$ cat config.mk
export PLATFORM = sky130hd
export DESIGN_NAME = spi_mem_flat
export DESIGN_NICKNAME = d
export VERILOG_FILES = /design/src/rtl/spi_mem_if.sv /design/src/rtl/spi_mem.sv /design/src/flat_wrapper.sv
export SDC_FILE = /design/constraint.sdc
export NUM_CORES = 1
export LEC_CHECK = 0
export CAP_MARGIN = 10
export CORE_ASPECT_RATIO = 0.5
export CORE_MARGIN = 3
export CORE_UTILIZATION = 53
export DETAILED_ROUTE_END_ITERATION = 8
export PLACE_DENSITY = 0.89
export SLEW_MARGIN = 20
export SYNTH_ARGS = -nofsm -noshare
export SYNTH_HDL_FRONTEND = slang
export SYNTH_SLANG_ARGS = --single-unit
$ cat constraint.sdc
create_clock -name clk -period 2.3 [get_ports clk]
set_clock_uncertainty 0.2 [all_clocks]
set_input_delay 0.23 -clock clk [delete_from_list [all_inputs] [get_ports clk]]
set_output_delay 0.23 -clock clk [all_outputs]
set_load 0.01 [all_outputs]
$ cat src/rtl/spi_mem_if.sv
// Bus between the control unit and spi_mem: request/op-select handshake plus the SPI pins.
interface spi_mem_if;
  logic        spi_executing;
  logic        spi_done;
  logic        rom_read;
  logic        ram_read;
  logic        ram_write;
  logic [15:0] addr;
  logic [7:0]  wdata;
  logic [7:0]  rdata;
  logic        sclk;
  logic        mosi;
  logic        miso;
  logic        cs_rom_n;
  logic        cs_ram_n;

  modport master (
    output spi_executing, rom_read, ram_read, ram_write, addr, wdata, miso,
    input  spi_done, rdata, sclk, mosi, cs_rom_n, cs_ram_n
  );

  modport slave (
    input  spi_executing, rom_read, ram_read, ram_write, addr, wdata, miso,
    output spi_done, rdata, sclk, mosi, cs_rom_n, cs_ram_n
  );
endinterface

$ cat src/rtl/spi_mem.sv
// SPI mode-0 master for one ROM and one RAM chip: 40-bit cmd/addr/data frames, sclk = clk/2.
// Define SPI_FAST_READ_EN to issue ROM reads as 0x0B fast reads with 8 dummy bits (48-bit frame).
module spi_mem (
  input  logic     clk,
  input  logic     rst,
  input  logic     halt,
  spi_mem_if.slave bus
);

  typedef enum logic [1:0] {IDLE, SETUP, SHIFT, HOLD} state_t;

  state_t      state, state_nx;
  logic        exec_q;
  logic        op_ram;
  logic        op_read;
  logic        phase;
  logic [47:0] tx_sr;
  logic [5:0]  bits_left;
  logic [7:0]  rx_sr;
  logic [7:0]  rdata_q;

  logic        start;
  logic        sel_ram;
  logic        sel_write;
  logic [47:0] frame;
  logic [5:0]  frame_bits;

  // Frame is left-aligned in 48 bits so both frame lengths shift out of tx_sr[47].
  always_comb begin
    sel_write  = bus.ram_write;
    sel_ram    = bus.ram_write | bus.ram_read;
    frame      = {(sel_write ? 8'h02 : 8'h03), 8'h00, bus.addr,
                  (sel_write ? bus.wdata : 8'h00), 8'h00};
    frame_bits = 6'd40;
`ifdef SPI_FAST_READ_EN
    if (!sel_ram) begin
      frame      = {8'h0B, 8'h00, bus.addr, 8'h00, 8'h00};
      frame_bits = 6'd48;
    end
`else
    frame_bits = 6'd40;
`endif
  end

  always_comb begin
    start    = bus.spi_executing & ~exec_q & (state == IDLE);
    state_nx = state;
    unique case (state)
      IDLE:    if (start) state_nx = SETUP;
      SETUP:   state_nx = SHIFT;
      SHIFT:   if (phase && bits_left == 6'd1) state_nx = HOLD;
      HOLD:    state_nx = IDLE;
      default: state_nx = IDLE;
    endcase
  end

  always_comb begin
    bus.spi_done = (state == IDLE);
    bus.sclk     = (state == SHIFT) & phase;
    bus.mosi     = ((state == SETUP) || (state == SHIFT)) ? tx_sr[47] : 1'b0;
    bus.cs_rom_n = ~((state != IDLE) & ~op_ram);
    bus.cs_ram_n = ~((state != IDLE) & op_ram);
    bus.rdata    = rdata_q;
  end

  always_ff @(posedge clk or posedge rst) begin
    if (rst) begin
      state     <= IDLE;
      exec_q    <= 1'b0;
      op_ram    <= 1'b0;
      op_read   <= 1'b0;
      phase     <= 1'b0;
      tx_sr     <= '0;
      bits_left <= '0;
      rx_sr     <= '0;
      rdata_q   <= '0;
    end else if (!halt) begin
      state  <= state_nx;
      exec_q <= bus.spi_executing;
      case (state)
        IDLE: begin
          if (start) begin
            op_ram    <= sel_ram;
            op_read   <= ~sel_write;
            tx_sr     <= frame;
            bits_left <= frame_bits;
            phase     <= 1'b0;
          end
        end
        SHIFT: begin
          phase <= ~phase;
          // miso is taken on the sclk rising cycle; mosi advances as sclk falls.
          if (!phase) begin
            rx_sr <= {rx_sr[6:0], bus.miso};
          end else begin
            tx_sr     <= {tx_sr[46:0], 1'b0};
            bits_left <= bits_left - 6'd1;
          end
        end
        HOLD: begin
          if (op_read) rdata_q <= rx_sr;
        end
        default: ;
      endcase
    end
  end

endmodule
$ cat src/flat_wrapper.sv
// flat-port wrapper written by rule: the top's interface ports become plain ports
module spi_mem_flat 
  (clk, rst, halt, bus_spi_executing, bus_rom_read, bus_ram_read, bus_ram_write, bus_addr, bus_wdata, bus_miso, bus_spi_done, bus_rdata, bus_sclk, bus_mosi, bus_cs_rom_n, bus_cs_ram_n);
  spi_mem_if bus_i ();
  input  logic clk;
  input  logic rst;
  input  logic halt;
  input wire logic [$bits(bus_i.spi_executing)-1:0] bus_spi_executing;
  input wire logic [$bits(bus_i.rom_read)-1:0] bus_rom_read;
  input wire logic [$bits(bus_i.ram_read)-1:0] bus_ram_read;
  input wire logic [$bits(bus_i.ram_write)-1:0] bus_ram_write;
  input wire logic [$bits(bus_i.addr)-1:0] bus_addr;
  input wire logic [$bits(bus_i.wdata)-1:0] bus_wdata;
  input wire logic [$bits(bus_i.miso)-1:0] bus_miso;
  output wire logic [$bits(bus_i.spi_done)-1:0] bus_spi_done;
  output wire logic [$bits(bus_i.rdata)-1:0] bus_rdata;
  output wire logic [$bits(bus_i.sclk)-1:0] bus_sclk;
  output wire logic [$bits(bus_i.mosi)-1:0] bus_mosi;
  output wire logic [$bits(bus_i.cs_rom_n)-1:0] bus_cs_rom_n;
  output wire logic [$bits(bus_i.cs_ram_n)-1:0] bus_cs_ram_n;
  assign bus_i.spi_executing = bus_spi_executing;
  assign bus_i.rom_read = bus_rom_read;
  assign bus_i.ram_read = bus_ram_read;
  assign bus_i.ram_write = bus_ram_write;
  assign bus_i.addr = bus_addr;
  assign bus_i.wdata = bus_wdata;
  assign bus_i.miso = bus_miso;
  assign bus_spi_done = bus_i.spi_done;
  assign bus_rdata = bus_i.rdata;
  assign bus_sclk = bus_i.sclk;
  assign bus_mosi = bus_i.mosi;
  assign bus_cs_rom_n = bus_i.cs_rom_n;
  assign bus_cs_ram_n = bus_i.cs_ram_n;
  spi_mem u_core (.clk(clk), .rst(rst), .halt(halt), .bus(bus_i));
endmodule
==> results.yml <==
final_layout:
  layout-area-overhead-vs-synth_pct: 24.68
  post_route_cells_drive_above_1_share_pct: 17.15
  nNetsFinal: 341
  n_antenna_cell: 0
timing:
  timing_hold_violations_final: 0
  rsz0062_at_grt: "false"
  timing.final.crit_period_ps: 2209
  timing.fmax_mhz: 452.7
  finalSetupTns_ps: 0
  timing.slew.headroom_pct: 64.19
  timing_max_transition_violations_final: 0
  setup_viol_count_final: 0
  timing_worst_slew_pin_value_ps: 536.0
  finalCritPeriodShare_pct: 96.05
synthesis:
  syn-cell-area_mm2: 0.002945
  synth_area_per_cell_um2: 11.55
  synthCells: 255
  ys_ff_latch: 68
  yosys_warnings: 0
  netlist-cell-type-count: 35
  syn_nets: 292
  yosys.cell_count.top_type: "sky130_fd_sc_hd__dfrtp_1"
  async_reset_ff_share_pct: 100.0
  postSynth.topFlopCell: "sky130_fd_sc_hd__dfrtp_1"
  synth_seq_area_share_pct: 57.77
  number_of_enable_flip_flop_cells_after_synthesis: 0
  area_share_of_the_largest_cell_type_after_synthesis_pct: 57.77
  synth_top_area_cell: "sky130_fd_sc_hd__dfrtp_1"
  netlist_top_cells_area: "sky130_fd_sc_hd__dfrtp_1, sky130_fd_sc_hd__mux2_2, sky130_fd_sc_hd__mux2i_1"
  yosys-top-cells-count: "sky130_fd_sc_hd__dfrtp_1, sky130_fd_sc_hd__nor2_1, sky130_fd_sc_hd__nand2_1"
critical_path:
  timing.critical_path.to_type: "output pin"
  crit_type: "reg -> out"
  category_of_the_worst_setup_path_launch_point: "flop"
  crit_fanout: 6
  worstReg2RegEnd: "u_core.tx_sr[13]$_DFFE_PP0P_"
  crit_arrival_ps: 1780
  rr_worst_depth: 7
  register_to_register_path_setup_slack_ps: 200
  rr_startpoint: "u_core.state[0]$_DFFE_PP0P_"
  critical_path_required_ps: 1870
global_routing:
  grt_overflow_total: 0
  via_count_of_the_first_global_routing_pass: 2195
  global_route_wire_length_before_repair_um: 10430
  maximum_number_of_pins_on_one_net_before_global_route_repair: 49
  number_of_antenna_violations_at_the_first_check_in_global_routing: 0
  globalRouteTotalUtil_pct: 20.47
drt:
  drt_first_pass_iters: 4
  routedWlPerCell_um: 15.88
  postRouteAntennaNets: 0
  detail_route.drc_violations: 0
  met2_wirelength_um: 3035
  routed_vias: 2123
  met1_length_um: 2641
  vias_per_cell: 5.602
  drt_wl_total_um: 6017
  drt_first_iter_violations: 95
  top_layer: "met4"
  routed-wl-met3_um: 281
power:
  total_power_uw: 4510
  power.combinational.fraction_pct: 37.1
  pwr-share-clk_pct: 19.2
  power_switching_uw: 1629
  pwr_density_cell_mw_per_mm2: 1228
  intPower_uw: 2882
  seqPwrFrac_pct: 43.7
  static_leakage_uw: 0.001652
  power.share.switching_pct: 36.11
  vdd.ir_drop.worst_uv: 914.3
clocking:
  clk_pin_slew_ps: 80
  cts_max_level: 3
  cts_post_setup_buffers_inserted: 0
  cts_hold_buffers: 0
  clkLatencyLatePin_ps: 350
  clock_tree.buffer_depth: 2
  tritoncts_num_sinks: 68
  tritoncts_clock_tree: "yes"
  cts_made_buffers: 9
  ctsRootBufferMaster: "sky130_fd_sc_hd__clkbuf_8"
die:
  die_area_mm2: 0.006542
  dieHeight_um: 58.72
  core_ar_mm2: 0.005135
  dieWidth_um: 111.4
  num_rows: 18
  initial_utilization_pct: 57.36
  io-pin-count: 45
worst_hold_path:
  min_path_type: "in -> async"
outcome:
  run_status: "finished, final reports clean"
job:
  max-cap-violations: 0
placement:
  finalWeightedCongestion: 0.8825
  place.detailed.hpwl_um: 4262
  io_buffer_count: 43
-- layout by cell type, fill, tap and decap left out, drive strengths merged, types with 3 or more instances in the layout --
cell type	netlist	routed
buf	11	11
and2	3	3
clkinvlp	0	4
a21oi	10	10
nand2	22	22
or3	3	3
dfrtp	68	68
nor2	23	23
mux2	17	17
clkbuf	5	9
ha	5	5
mux2i	17	17
nor3	3	3
a22o	14	14
o21ai	21	21
inv	6	7
a221oi	7	7
nand2b	3	3
clkdlybuf4s50	0	40
-- state kept, by name, indices dropped and copies added (netlist names) --
signal,flops
u_core.state,2
u_core.bus.rdata,8
u_core.bits_left,6
u_core.tx_sr,40
u_core.rx_sr,8
u_core.op_ram,1
u_core.phase,1
u_core.op_read,1
u_core.exec_q,1
-- logic make-up after synthesis --
logic type                 after synthesis  share of synthesized area, %
DFF                                     68                         57.77
buffers and inverters                   22                         3.398
adders and majority gates                5                         2.124
muxes                                   34                         12.28
and+or+nand+nor                         66                         10.37
AOI/OAI and AO/OA                       60                         14.06
-- what timing repair did --
item,in CTS,in global routing
hold endpoints to repair,0,0
endpoints found under the setup margin,2,2
gates resized for setup,2,5
-- area by class of cell --
class                           instances  area, um^2
Inverter                                6       22.52
Sequential cell                        68        1702
Multi-Input combinational cell        165        1151
Fill cell                             326        1463
Clock buffer                            9       123.9
Tap cell                               70       87.58
Clock inverter                          7       52.55
Timing Repair Buffer                   54       533.0
-- critical path, stage by stage (launching register included) --
cell and delay [ps]:
sky130_fd_sc_hd__dfrtp_1 400, sky130_fd_sc_hd__inv_1 90, sky130_fd_sc_hd__ha_2 240, sky130_fd_sc_hd__and2_4 170, sky130_fd_sc_hd__clkdlybuf4s50_1 530
-- worst max-delay path by stage --
stage / start / endpoint / slack (ps) / depth (start not counted)
after floorplan: rst / u_core.bits_left[0]$_DFFE_PP0P_ / 160 / 1
after global placement: bus_spi_executing / u_core.tx_sr[14]$_DFFE_PP0P_ / 220 / 6
after detailed placement: bus_spi_executing / u_core.tx_sr[13]$_DFFE_PP0P_ / 140 / 6
after CTS: u_core.state[1]$_DFFE_PP0P_ / bus_cs_ram_n / 20 / 5
after global routing: u_core.state[0]$_DFFE_PP0P_ / bus_sclk / 2 / 4
final: u_core.state[0]$_DFFE_PP0P_ / bus_sclk / 90 / 4
-- routing by layer --
metal	up-vias	GRT usage, %
met5	-	0
met4	0	5.026
met3	8	7.495
met2	51	34.88
met1	1056	25.60
li1	1008	-
-- through the flow --
stage | cells | utilization, % | setup WS (ps) | instance area, um^2 | hold slack [ps]
3_3_place_gp | 363 | 67.79 | 223.8 | 3481 | 262.9
3_5_place_dp | 363 | 67.79 | 136.1 | 3481 | 270.8
4_1_cts | 379 | 71.25 | 22.76 | 3659 | 3.241
6_report | 379 | 71.52 | 90.88 | 3672 | 5.678
5_1_grt | 379 | 71.52 | 2.173 | 3672 | 32.34
2_1_floorplan | 255 | - | 158.5 | 2945 | 114.7
-- power by group through the flow --
stage | combinational [uW] | clock, uW | sequential (uW)
final | 1670 | 868 | 1970
after global placement | 1570 | 0 | 1940
after floorplan | 1130 | 0 | 1910
after detailed placement | 1660 | 0 | 1980
after CTS | 1660 | 889 | 1960
after global routing | 1870 | 948 | 2030
No activity file was read; power rests on OpenSTA's default activity.
